[src/rtl/sprite_blit_pkg.sv]
`default_nettype none
// ============================================================================
//  Module  : sprite_blit_pkg
//  Purpose : Shared state encoding, pass tags and screen defaults for the
//            sprite blitter.
//  Rev     : 1.0  initial release
// ============================================================================
package sprite_blit_pkg;

    typedef enum logic [2:0] {
        ST_IDLE  = 3'd0,
        ST_ERASE = 3'd1,
        ST_DRAW  = 3'd2,
        ST_DRAIN = 3'd3,
        ST_DONE  = 3'd4
    } blit_state_e;

    localparam logic [2:0] TRANSPARENT_COLOR = 3'b000;
    localparam logic       PASS_ERASE        = 1'b0;
    localparam logic       PASS_DRAW         = 1'b1;
    localparam int         DEF_SCREEN_W      = 320;
    localparam int         DEF_SCREEN_H      = 240;

endpackage
`default_nettype wire

[src/rtl/sprite_blit_delay.sv]
`default_nettype none
// ============================================================================
//  Module  : sprite_blit_delay
//  Purpose : Aligns issued pixel info with the lookup latency and registers
//            the VGA write. Optional macro SPRITE_BLIT_TRANSPARENT_EN.
//  Rev     : 1.0  initial release
// ============================================================================
module sprite_blit_delay
    import sprite_blit_pkg::*;
#(
    parameter int X_W     = 9,
    parameter int Y_W     = 8,
    parameter int COLOR_W = 3,
    parameter int BG_LAT  = 1
) (
    input  logic               clk,
    input  logic               reset,
    input  logic               i_valid,
    input  logic               i_pass,
    input  logic               i_onscreen,
    input  logic [X_W-1:0]     i_x,
    input  logic [Y_W-1:0]     i_y,
    input  logic [COLOR_W-1:0] i_bg_color,
    input  logic [COLOR_W-1:0] i_spr_color,
    output logic               o_plot,
    output logic [X_W-1:0]     o_x,
    output logic [Y_W-1:0]     o_y,
    output logic [COLOR_W-1:0] o_color
);

    localparam int c_PW = 3 + X_W + Y_W;

    // Element k is the issued pixel delayed by k cycles; the last tap lines up
    // with the colour returned by the external lookups.
    logic [c_PW-1:0] w_chain [0:BG_LAT];

    assign w_chain[0] = {i_valid, i_pass, i_onscreen, i_x, i_y};

    for (genvar k = 1; k <= BG_LAT; k++) begin : g_stage
        logic [c_PW-1:0] r_stage;
        always_ff @(posedge clk) begin
            if (reset) r_stage <= '0;
            else       r_stage <= w_chain[k-1];
        end
        assign w_chain[k] = r_stage;
    end

    logic               w_valid;
    logic               w_pass;
    logic               w_onscreen;
    logic [X_W-1:0]     w_x;
    logic [Y_W-1:0]     w_y;
    logic [COLOR_W-1:0] w_color;
    logic               w_visible;

    assign {w_valid, w_pass, w_onscreen, w_x, w_y} = w_chain[BG_LAT];
    assign w_color = (w_pass == PASS_DRAW) ? i_spr_color : i_bg_color;

`ifdef SPRITE_BLIT_TRANSPARENT_EN
    assign w_visible = w_valid && w_onscreen &&
                       !((w_pass == PASS_DRAW) && (i_spr_color == COLOR_W'(TRANSPARENT_COLOR)));
`else
    assign w_visible = w_valid && w_onscreen;
`endif

    always_ff @(posedge clk) begin
        if (reset) begin
            o_plot  <= 1'b0;
            o_x     <= '0;
            o_y     <= '0;
            o_color <= '0;
        end else begin
            o_plot <= w_visible;
            if (w_valid) begin
                o_x     <= w_x;
                o_y     <= w_y;
                o_color <= w_color;
            end
        end
    end

endmodule
`default_nettype wire

[src/rtl/sprite_blitter.sv]
`default_nettype none
// ============================================================================
//  Module  : sprite_blitter
//  Purpose : Erase-then-draw sprite blitter, one clipped pixel write per cycle.
//            Optional macro SPRITE_BLIT_TRANSPARENT_EN skips transparent pixels.
//  Rev     : 1.0  initial release
// ============================================================================
module sprite_blitter
    import sprite_blit_pkg::*;
#(
    parameter int SPR_W    = 4,
    parameter int SPR_H    = 4,
    parameter int X_W      = 9,
    parameter int Y_W      = 8,
    parameter int COLOR_W  = 3,
    parameter int BG_LAT   = 1,
    parameter int SCREEN_W = DEF_SCREEN_W,
    parameter int SCREEN_H = DEF_SCREEN_H,
    parameter int ADDR_W   = ($clog2(SPR_W*SPR_H) < 1) ? 1 : $clog2(SPR_W*SPR_H)
) (
    input  logic               clk,
    input  logic               reset,
    input  logic               start,
    input  logic               erase,
    input  logic [X_W-1:0]     old_x,
    input  logic [Y_W-1:0]     old_y,
    input  logic [X_W-1:0]     new_x,
    input  logic [Y_W-1:0]     new_y,
    output logic               busy,
    output logic               done,
    output logic [X_W-1:0]     rd_x,
    output logic [Y_W-1:0]     rd_y,
    input  logic [COLOR_W-1:0] bg_color,
    output logic [ADDR_W-1:0]  spr_addr,
    input  logic [COLOR_W-1:0] spr_color,
    output logic               plot,
    output logic [X_W-1:0]     x_out,
    output logic [Y_W-1:0]     y_out,
    output logic [COLOR_W-1:0] color_out
);

    localparam logic [2:0] c_IDLE       = ST_IDLE;
    localparam logic [2:0] c_ERASE      = ST_ERASE;
    localparam logic [2:0] c_DRAW       = ST_DRAW;
    localparam logic [2:0] c_DRAIN      = ST_DRAIN;
    localparam logic [2:0] c_DONE       = ST_DONE;
    localparam logic [3:0] c_COL_LAST   = 4'(SPR_W - 1);
    localparam logic [3:0] c_ROW_LAST   = 4'(SPR_H - 1);
    localparam logic [2:0] c_DRAIN_LAST = 3'(BG_LAT);

    logic [2:0]     r_state;
    logic [3:0]     r_col;
    logic [3:0]     r_row;
    logic [2:0]     r_drain;
    logic [X_W-1:0] r_old_x;
    logic [X_W-1:0] r_new_x;
    logic [Y_W-1:0] r_old_y;
    logic [Y_W-1:0] r_new_y;

    logic           w_issue;
    logic           w_pass;
    logic           w_onscreen;
    logic [X_W:0]   w_sum_x;
    logic [Y_W:0]   w_sum_y;

    assign w_issue = (r_state == c_ERASE) || (r_state == c_DRAW);
    assign w_pass  = (r_state == c_DRAW) ? PASS_DRAW : PASS_ERASE;

    // One guard bit on the sums so a sprite hanging off the edge clips
    // instead of wrapping back onto the screen.
    assign w_sum_x = {1'b0, (r_state == c_ERASE) ? r_old_x : r_new_x} + (X_W+1)'(r_col);
    assign w_sum_y = {1'b0, (r_state == c_ERASE) ? r_old_y : r_new_y} + (Y_W+1)'(r_row);
    assign w_onscreen = (w_sum_x < (X_W+1)'(SCREEN_W)) && (w_sum_y < (Y_W+1)'(SCREEN_H));

    assign rd_x     = w_sum_x[X_W-1:0];
    assign rd_y     = w_sum_y[Y_W-1:0];
    assign spr_addr = ADDR_W'(8'(r_row) * 8'(SPR_W) + 8'(r_col));
    assign busy     = (r_state != c_IDLE);
    assign done     = (r_state == c_DONE);

    always_ff @(posedge clk) begin
        if (reset) begin
            r_state <= c_IDLE;
            r_col   <= '0;
            r_row   <= '0;
            r_drain <= '0;
            r_old_x <= '0;
            r_old_y <= '0;
            r_new_x <= '0;
            r_new_y <= '0;
        end else begin
            case (r_state)
                c_IDLE: begin
                    if (start) begin
                        r_old_x <= old_x;
                        r_old_y <= old_y;
                        r_new_x <= new_x;
                        r_new_y <= new_y;
                        r_col   <= '0;
                        r_row   <= '0;
                        r_state <= erase ? c_ERASE : c_DRAW;
                    end
                end
                c_ERASE, c_DRAW: begin
                    if (r_col == c_COL_LAST) begin
                        r_col <= '0;
                        if (r_row == c_ROW_LAST) begin
                            r_row   <= '0;
                            r_drain <= '0;
                            r_state <= (r_state == c_ERASE) ? c_DRAW : c_DRAIN;
                        end else begin
                            r_row <= r_row + 4'd1;
                        end
                    end else begin
                        r_col <= r_col + 4'd1;
                    end
                end
                c_DRAIN: begin
                    if (r_drain == c_DRAIN_LAST) r_state <= c_DONE;
                    else                         r_drain <= r_drain + 3'd1;
                end
                c_DONE:  r_state <= c_IDLE;
                default: r_state <= c_IDLE;
            endcase
        end
    end

    sprite_blit_delay #(
        .X_W     (X_W),
        .Y_W     (Y_W),
        .COLOR_W (COLOR_W),
        .BG_LAT  (BG_LAT)
    ) u_delay (
        .clk         (clk),
        .reset       (reset),
        .i_valid     (w_issue),
        .i_pass      (w_pass),
        .i_onscreen  (w_onscreen),
        .i_x         (rd_x),
        .i_y         (rd_y),
        .i_bg_color  (bg_color),
        .i_spr_color (spr_color),
        .o_plot      (plot),
        .o_x         (x_out),
        .o_y         (y_out),
        .o_color     (color_out)
    );

endmodule
`default_nettype wire

[config.mk]
export PLATFORM = sky130hd
export DESIGN_NAME = sprite_blitter
export DESIGN_NICKNAME = d
export VERILOG_FILES = /design/src/rtl/sprite_blit_pkg.sv /design/src/rtl/sprite_blit_delay.sv /design/src/rtl/sprite_blitter.sv
export SDC_FILE = /design/constraint.sdc
export NUM_CORES = 1
export LEC_CHECK = 0
export CAP_MARGIN = 20
export CORE_MARGIN = 3
export CORE_UTILIZATION = 30
export DETAILED_ROUTE_END_ITERATION = 16
export PLACE_DENSITY = 0.53
export RECOVER_POWER = 50
export REMOVE_ABC_BUFFERS = 1
export SYNTH_ARGS = -nofsm -noshare
export SYNTH_HDL_FRONTEND = slang
export SYNTH_SLANG_ARGS = --single-unit
[constraint.sdc]
create_clock -name clk -period 2.8 [get_ports clk]
set_input_delay 0.42 -clock clk [delete_from_list [all_inputs] [get_ports clk]]
set_output_delay 0.42 -clock clk [all_outputs]
set_load 0.01 [all_outputs]
After elaboration in Yosys (flattened, before gate mapping)
Cells that the tools add are included.
{"block": "op_classes", "n_addsub": 6, "multipliers": 0, "div_mod_pow": 0, "order_cmp": 2, "n_eq_ne": 12, "shift": 0, "muxes": 21, "bitwise_logic": 0, "n_reduce_logical": 13}
{"operator": "$mux W3", "n": 8}
{"operator": "$mux W4", "n": 4}
{"operator": "$pmux W4 S2", "n": 2}
{"operator": "$add A9 B4 Y10", "n": 1}
{"operator": "$lt A10 B9 Y1 const B", "n": 1}
{"operator": "$ne A2 B2 Y1 const B", "n": 5}
{"operator": "$add A8 B4 Y9", "n": 1}
{"operator": "$lt A9 B8 Y1 const B", "n": 1}
{"operator": "$mux W9", "n": 1}
{"operator": "$pmux W3 S3", "n": 1}
{"operator": "$add A4 B1 Y4 const B", "n": 2}
{"operator": "$eq A4 B2 Y1 const B", "n": 2}
{"operator": "$mux W8", "n": 1}
{"operator": "$reduce_and A4 Y1", "n": 2}
{"operator": "$eq A3 B1 Y1 const B", "n": 2}
{"operator": "$eq A3 B2 Y1 const B", "n": 2}
{"operator": "$pmux W3 S2", "n": 1}
{"operator": "$add A4 B4 Y4", "n": 1}
{"operator": "$reduce_and A2 Y1", "n": 2}
{"operator": "$reduce_bool A2 Y1", "n": 2}
{"operator": "$add A3 B1 Y3 const B", "n": 1}
{"operator": "$eq A3 B3 Y1 const B", "n": 1}
{"operator": "$logic_not A3 Y1", "n": 1}
{"operator": "$reduce_and A3 Y1", "n": 1}
{"operator": "other kinds (6)", "n": 8}
{"block": "word_totals", "register_bits": 89, "latchBits": 0, "mem_bits_rw": 0, "mem_bits_ro": 0, "inputBits": 44, "output_inout_bits": 44, "mem_count": 0}

Depth between registers and ports, before layout
{"block": "depth", "depth_word": 5, "mapped_depth": 15, "depth_no_buf": 13}

Cells and area by module
From an unflattened synthesis, not the netlist that was laid out.
{"block": "unflattened", "cells_unflattened": 450, "area_unflattened_um2": 4013.8}
{"mod": "sprite_blitter", "instances": 1, "cells_each": 337, "area_per_inst_um2": 2675.1, "seq_area_each_um2": 960.9}
{"mod": "sprite_blit_delay", "instances": 1, "cells_each": 113, "area_per_inst_um2": 1338.8, "seq_area_each_um2": 820.8}

Least setup slack after synthesis
OpenSTA, ideal clock, no wires.
{"block": "synth_path", "path_type": "reg-to-output", "from": "reg r_state[1]", "to": "out rd_x[6]", "arrival_ps": 2579, "required_time_ps": 2380, "path_slack_ps": -199, "stages_incl_launch_ff": 13, "path_cell_list": "dfxtp_1 -> buf_4 -> nand2b_4 -> or2_2 -> buf_2 -> nand2_1 -> nand2_1 -> ha_1 -> fa_1 -> a211oi_1 -> nor2_1 -> xnor2_1 -> mux2i_1"}
{"block": "synth_between", "elab_chain_len": 3}
{"element": "from (decl)", "line": "sprite_blitter.sv:51", "text": "logic [2:0] r_state;"}
{"element": "from (signal assigned)", "line": "sprite_blitter.sv:83", "text": "r_state <= c_IDLE;"}
{"element": "from (signal assigned)", "line": "sprite_blitter.sv:101", "text": "r_state <= erase ? c_ERASE : c_DRAW;"}
{"element": "from (signal assigned)", "line": "sprite_blitter.sv:110", "text": "r_state <= (r_state == c_ERASE) ? c_DRAW : c_DRAIN;"}
{"element": "$eq A3 B1 Y1", "line": "sprite_blitter.sv:71", "text": "assign w_sum_x = {1'b0, (r_state == c_ERASE) ? r_old_x : r_new_x} + (X_W+1)'(r_col);"}
{"element": "$mux W9", "line": "sprite_blitter.sv:71"}
{"element": "$add A9 B4 Y10", "line": "sprite_blitter.sv:71"}
{"element": "to (decl)", "line": "sprite_blitter.sv:31", "text": "output logic [X_W-1:0] rd_x,"}
No other way between the ends.

Final worst setup path
{"block": "layout_path", "from": "reg r_state[1]", "to": "out rd_y[5]"}
{"block": "layout_between", "elab_chain_len": 3}
{"element": "$eq A3 B1 Y1", "line": "sprite_blitter.sv:72", "text": "assign w_sum_y = {1'b0, (r_state == c_ERASE) ? r_old_y : r_new_y} + (Y_W+1)'(r_row);"}
{"element": "$mux W8", "line": "sprite_blitter.sv:72"}
{"element": "$add A8 B4 Y9", "line": "sprite_blitter.sv:72"}
{"element": "to (decl)", "line": "sprite_blitter.sv:32", "text": "output logic [Y_W-1:0] rd_y,"}
No other way between the ends.

==> summary.txt <==
Run status
  – Status: complete, but fails checks
  – Failing checks: max-capacitance violations, negative setup slack

Setup path
  – Critical path arrival: 2.66 ns
  – Worst Setup Start Kind: register
  – Critical Path Sink Type: output pin
  – Required @ worst endpoint: 2.38 ns
  – CP max FO: 7
  – Setup Crit Path Kind: reg2out

STA
  – Slew Viols, Final: 0
  – Part of the cycle the worst path needs: 1.100
  – Fin. Hold Viols: 0
  – Max-Slew Margin vs Limit: 0.003636
  – Hold WS: 0.4240 ns
  – Final clock skew: 0.005010 ns
  – Min cycle time layout: 3.080 ns
  – Worst-margin pin slew: 1.495 ns
  – Final setup fails: 10
  – Fmax achieved: 324.7 MHz
  – RSZ-0062 raised after global routing: yes
  – Slack of the critical path: -0.2802 ns

Clocking
  – CTS sink cnt: 89
  – CTS max path bufs: 2
  – Htree depth: 3
  – TritonCTS Buffers: 9
  – Clk_lat worst skew: 0.33 ns
  – Clock transition at path regs: 0.06 ns
  – TritonCTS clock tree: yes
  – Root Buffer: clkbuf_16

Finish
  – Nets: 683
  – Share of layout cells above drive strength 1: 0.2472
  – Design area: 6206 µm²
  – Area Growth Syn to Fin: 50.35%
  – Final Core Density: 0.4649
  – # diodes: 0

Synthesis
  – Top cells by count, synth: 108 x nand2_1, 89 x dfxtp_1, 49 x nor2_1
  – Register area share after synthesis: 0.4316
  – Fraction of post-synthesis cell area in the top cell type by area: 0.4316
  – Synth unique cells: 49
  – Ranking of synthesized cells by area: dfxtp_1 43%, nand2_1 9.8%, mux2i_1 7.3%
  – Ys flop type: dfxtp_1
  – Async SR Flop Fraction: 0
  – Post-synth top area cell: dfxtp_1
  – Most frequent cell after synthesis: nand2_1
  – Cell Area, Synth: 4128 µm²
  – EDFF count, synth: 0
  – Synthesized flop and latch total: 89
  – Synthesis Warnings: 0
  – Avg Inst Size Synth: 8.476 µm²
  – Cells after synthesis: 487

GRT
  – GR Overflow Total: 0
  – Total GRT Usage: 0.1465
  – Global-route wire length before repair: 17.71 mm
  – Antenna violations before repair: 0
  – Largest net degree at the start of global routing: 35
  – Vias in the first global route: 3,637

Place
  – Gpl congestion: 0.8147
  – HPWL Detailed: 7.890 mm
  – Post-DP Area: 5433 µm²
  – PortBufs: 87

Drt
  – Final WL: 10.82 mm
  – Vias: 3,656
  – Routed wl met3: 412 µm
  – Met2 wire len: 5.061 mm
  – DR iter-0 viols: 168
  – DRT met1 WL: 5.202 mm
  – Residual DRC: 0
  – Antenna-violating nets left: 0
  – Max layer used: met4
  – WL per Instance: 13.47 µm
  – First-pass DRT Iterations: 4
  – Via density: 4.553

Power and ir drop
  – Leakage power: 0.002498 µW
  – Final Total Pwr: 4904 µW
  – P per Cell Area: 790.2 nW/µm²
  – Maximum VDD drop: 0.3284 mV

Die
  – Die height: 123.3 µm
  – Die area: 15,200 µm²
  – Num rows: 42
  – Io pins: 88
  – Core Box Area: 13,350 µm²
  – Chip width: 123.3 µm
  – Starting Density: 0.3092

Min path
  – Hold crit path type: reg2reg

Flow run
  – Max cap viols: 1
## flip-flops by register name, summed over array words and instances, names as in the netlist, 4 cells and up
register,count
r_col,4
r_new_x,9
r_new_y,8
r_old_x,9
r_old_y,8
r_row,4
u_delay.g_stage.r_stage,20
u_delay.o_x,9
u_delay.o_y,8
## timing repair
| action | 4_1_cts | 5_1_grt |
|---|---|---|
| pin swaps | 32 | 26 |
| endpoints found under the setup margin | 16 | 15 |
| hold buffers | 0 | 0 |
| gates resized for setup | 117 | 24 |
| buffers inserted | 16 | 6 |
## stage by stage
step / setup WS (ns) / TNS [ns] / std cells
finish: -0.2802 / -1.972 / 803
global route: -0.3967 / -3.253 / 803
CTS: -0.3372 / -2.328 / 800
detailed placement: -0.6047 / -5.338 / 768
global placement: -0.5509 / -4.803 / 768
floorplan: -0.3297 / -1.670 / 458
## layout make-up
class,instances,area (µm²)
fillers,1317,7142
well taps,176,220.2
clock buffers,11,252.7
clock inverters,5,53.80
flip-flops and latches,89,1789
multi-input cells,360,2512
inverters,9,33.78
repair buffers,153,1344
## cells in the final DEF, fill, tap and decap left out, types with 6 or more instances in the layout
master            n
xor2_1            7
buf_4            53
mux2i_1          30
buf_2             7
ha_4              7
inv_1             7
clkbuf_16         9
nand4_1           6
ha_1              7
buf_6            13
nand2_4           8
nor2b_1          15
dfxtp_1          87
nand2_2           7
a21oi_1          41
nand3_1           6
dlygate4sd3_1    21
nor2_1           48
xnor2_1           9
clkdlybuf4s50_1  50
nand2_1          93
## where the power goes
part,switching [µW],internal [µW],total [µW]
sequential,151,1480,1630
clock,471,736,1210
combinational,1040,1020,2060
total,1670,3240,4900
## logic make-up after synthesis
family | Yosys count | share of synthesized area
compound gates | 78 | 0.1158
simple gates | 211 | 0.2310
buf+inv | 38 | 0.04062
mux | 32 | 0.07911
fa+ha+maj | 17 | 0.05517
xor+xnor | 22 | 0.04668
flops | 89 | 0.4316
## worst paths after layout
| kind | start | slack, ns | cells after the start | end |
|---|---|---|---|---|
| setup reg to reg | r_state[1] | 0.09 | 15 | u_delay.g_stage[1].r_stage[17] |
| hold / removal | u_delay.g_stage[1].r_stage[17] | 0.42 | 2 | u_delay.o_plot |
| hold reg to reg | u_delay.g_stage[1].r_stage[17] | 0.42 | 2 | u_delay.o_plot |
| setup / recovery | r_state[1] | -0.28 | 15 | rd_y[5] |
## per-layer routing
metal | up-vias | global-route usage
met5 | - | 0
li1 | 1880 | -
met3 | 10 | 0.02333
met4 | 0 | 0.04429
met2 | 71 | 0.2419
met1 | 1695 | 0.1972
## critical path, stage by stage (launching register included)
cell	delay, ns
dfxtp_4	0.36
nand2b_4	0.14
or2_4	0.27
buf_6	0.13
nand2_4	0.06
nand2_4	0.06
buf_6	0.11
buf_6	0.10
ha_4	0.26
nand3_4	0.06
nand2_4	0.08
mux2_4	0.32
o2111ai_4	0.11
o21ai_2	0.08
inv_1	0.06
buf_2	0.12
Note: power is estimated with default switching activity, not from simulation.
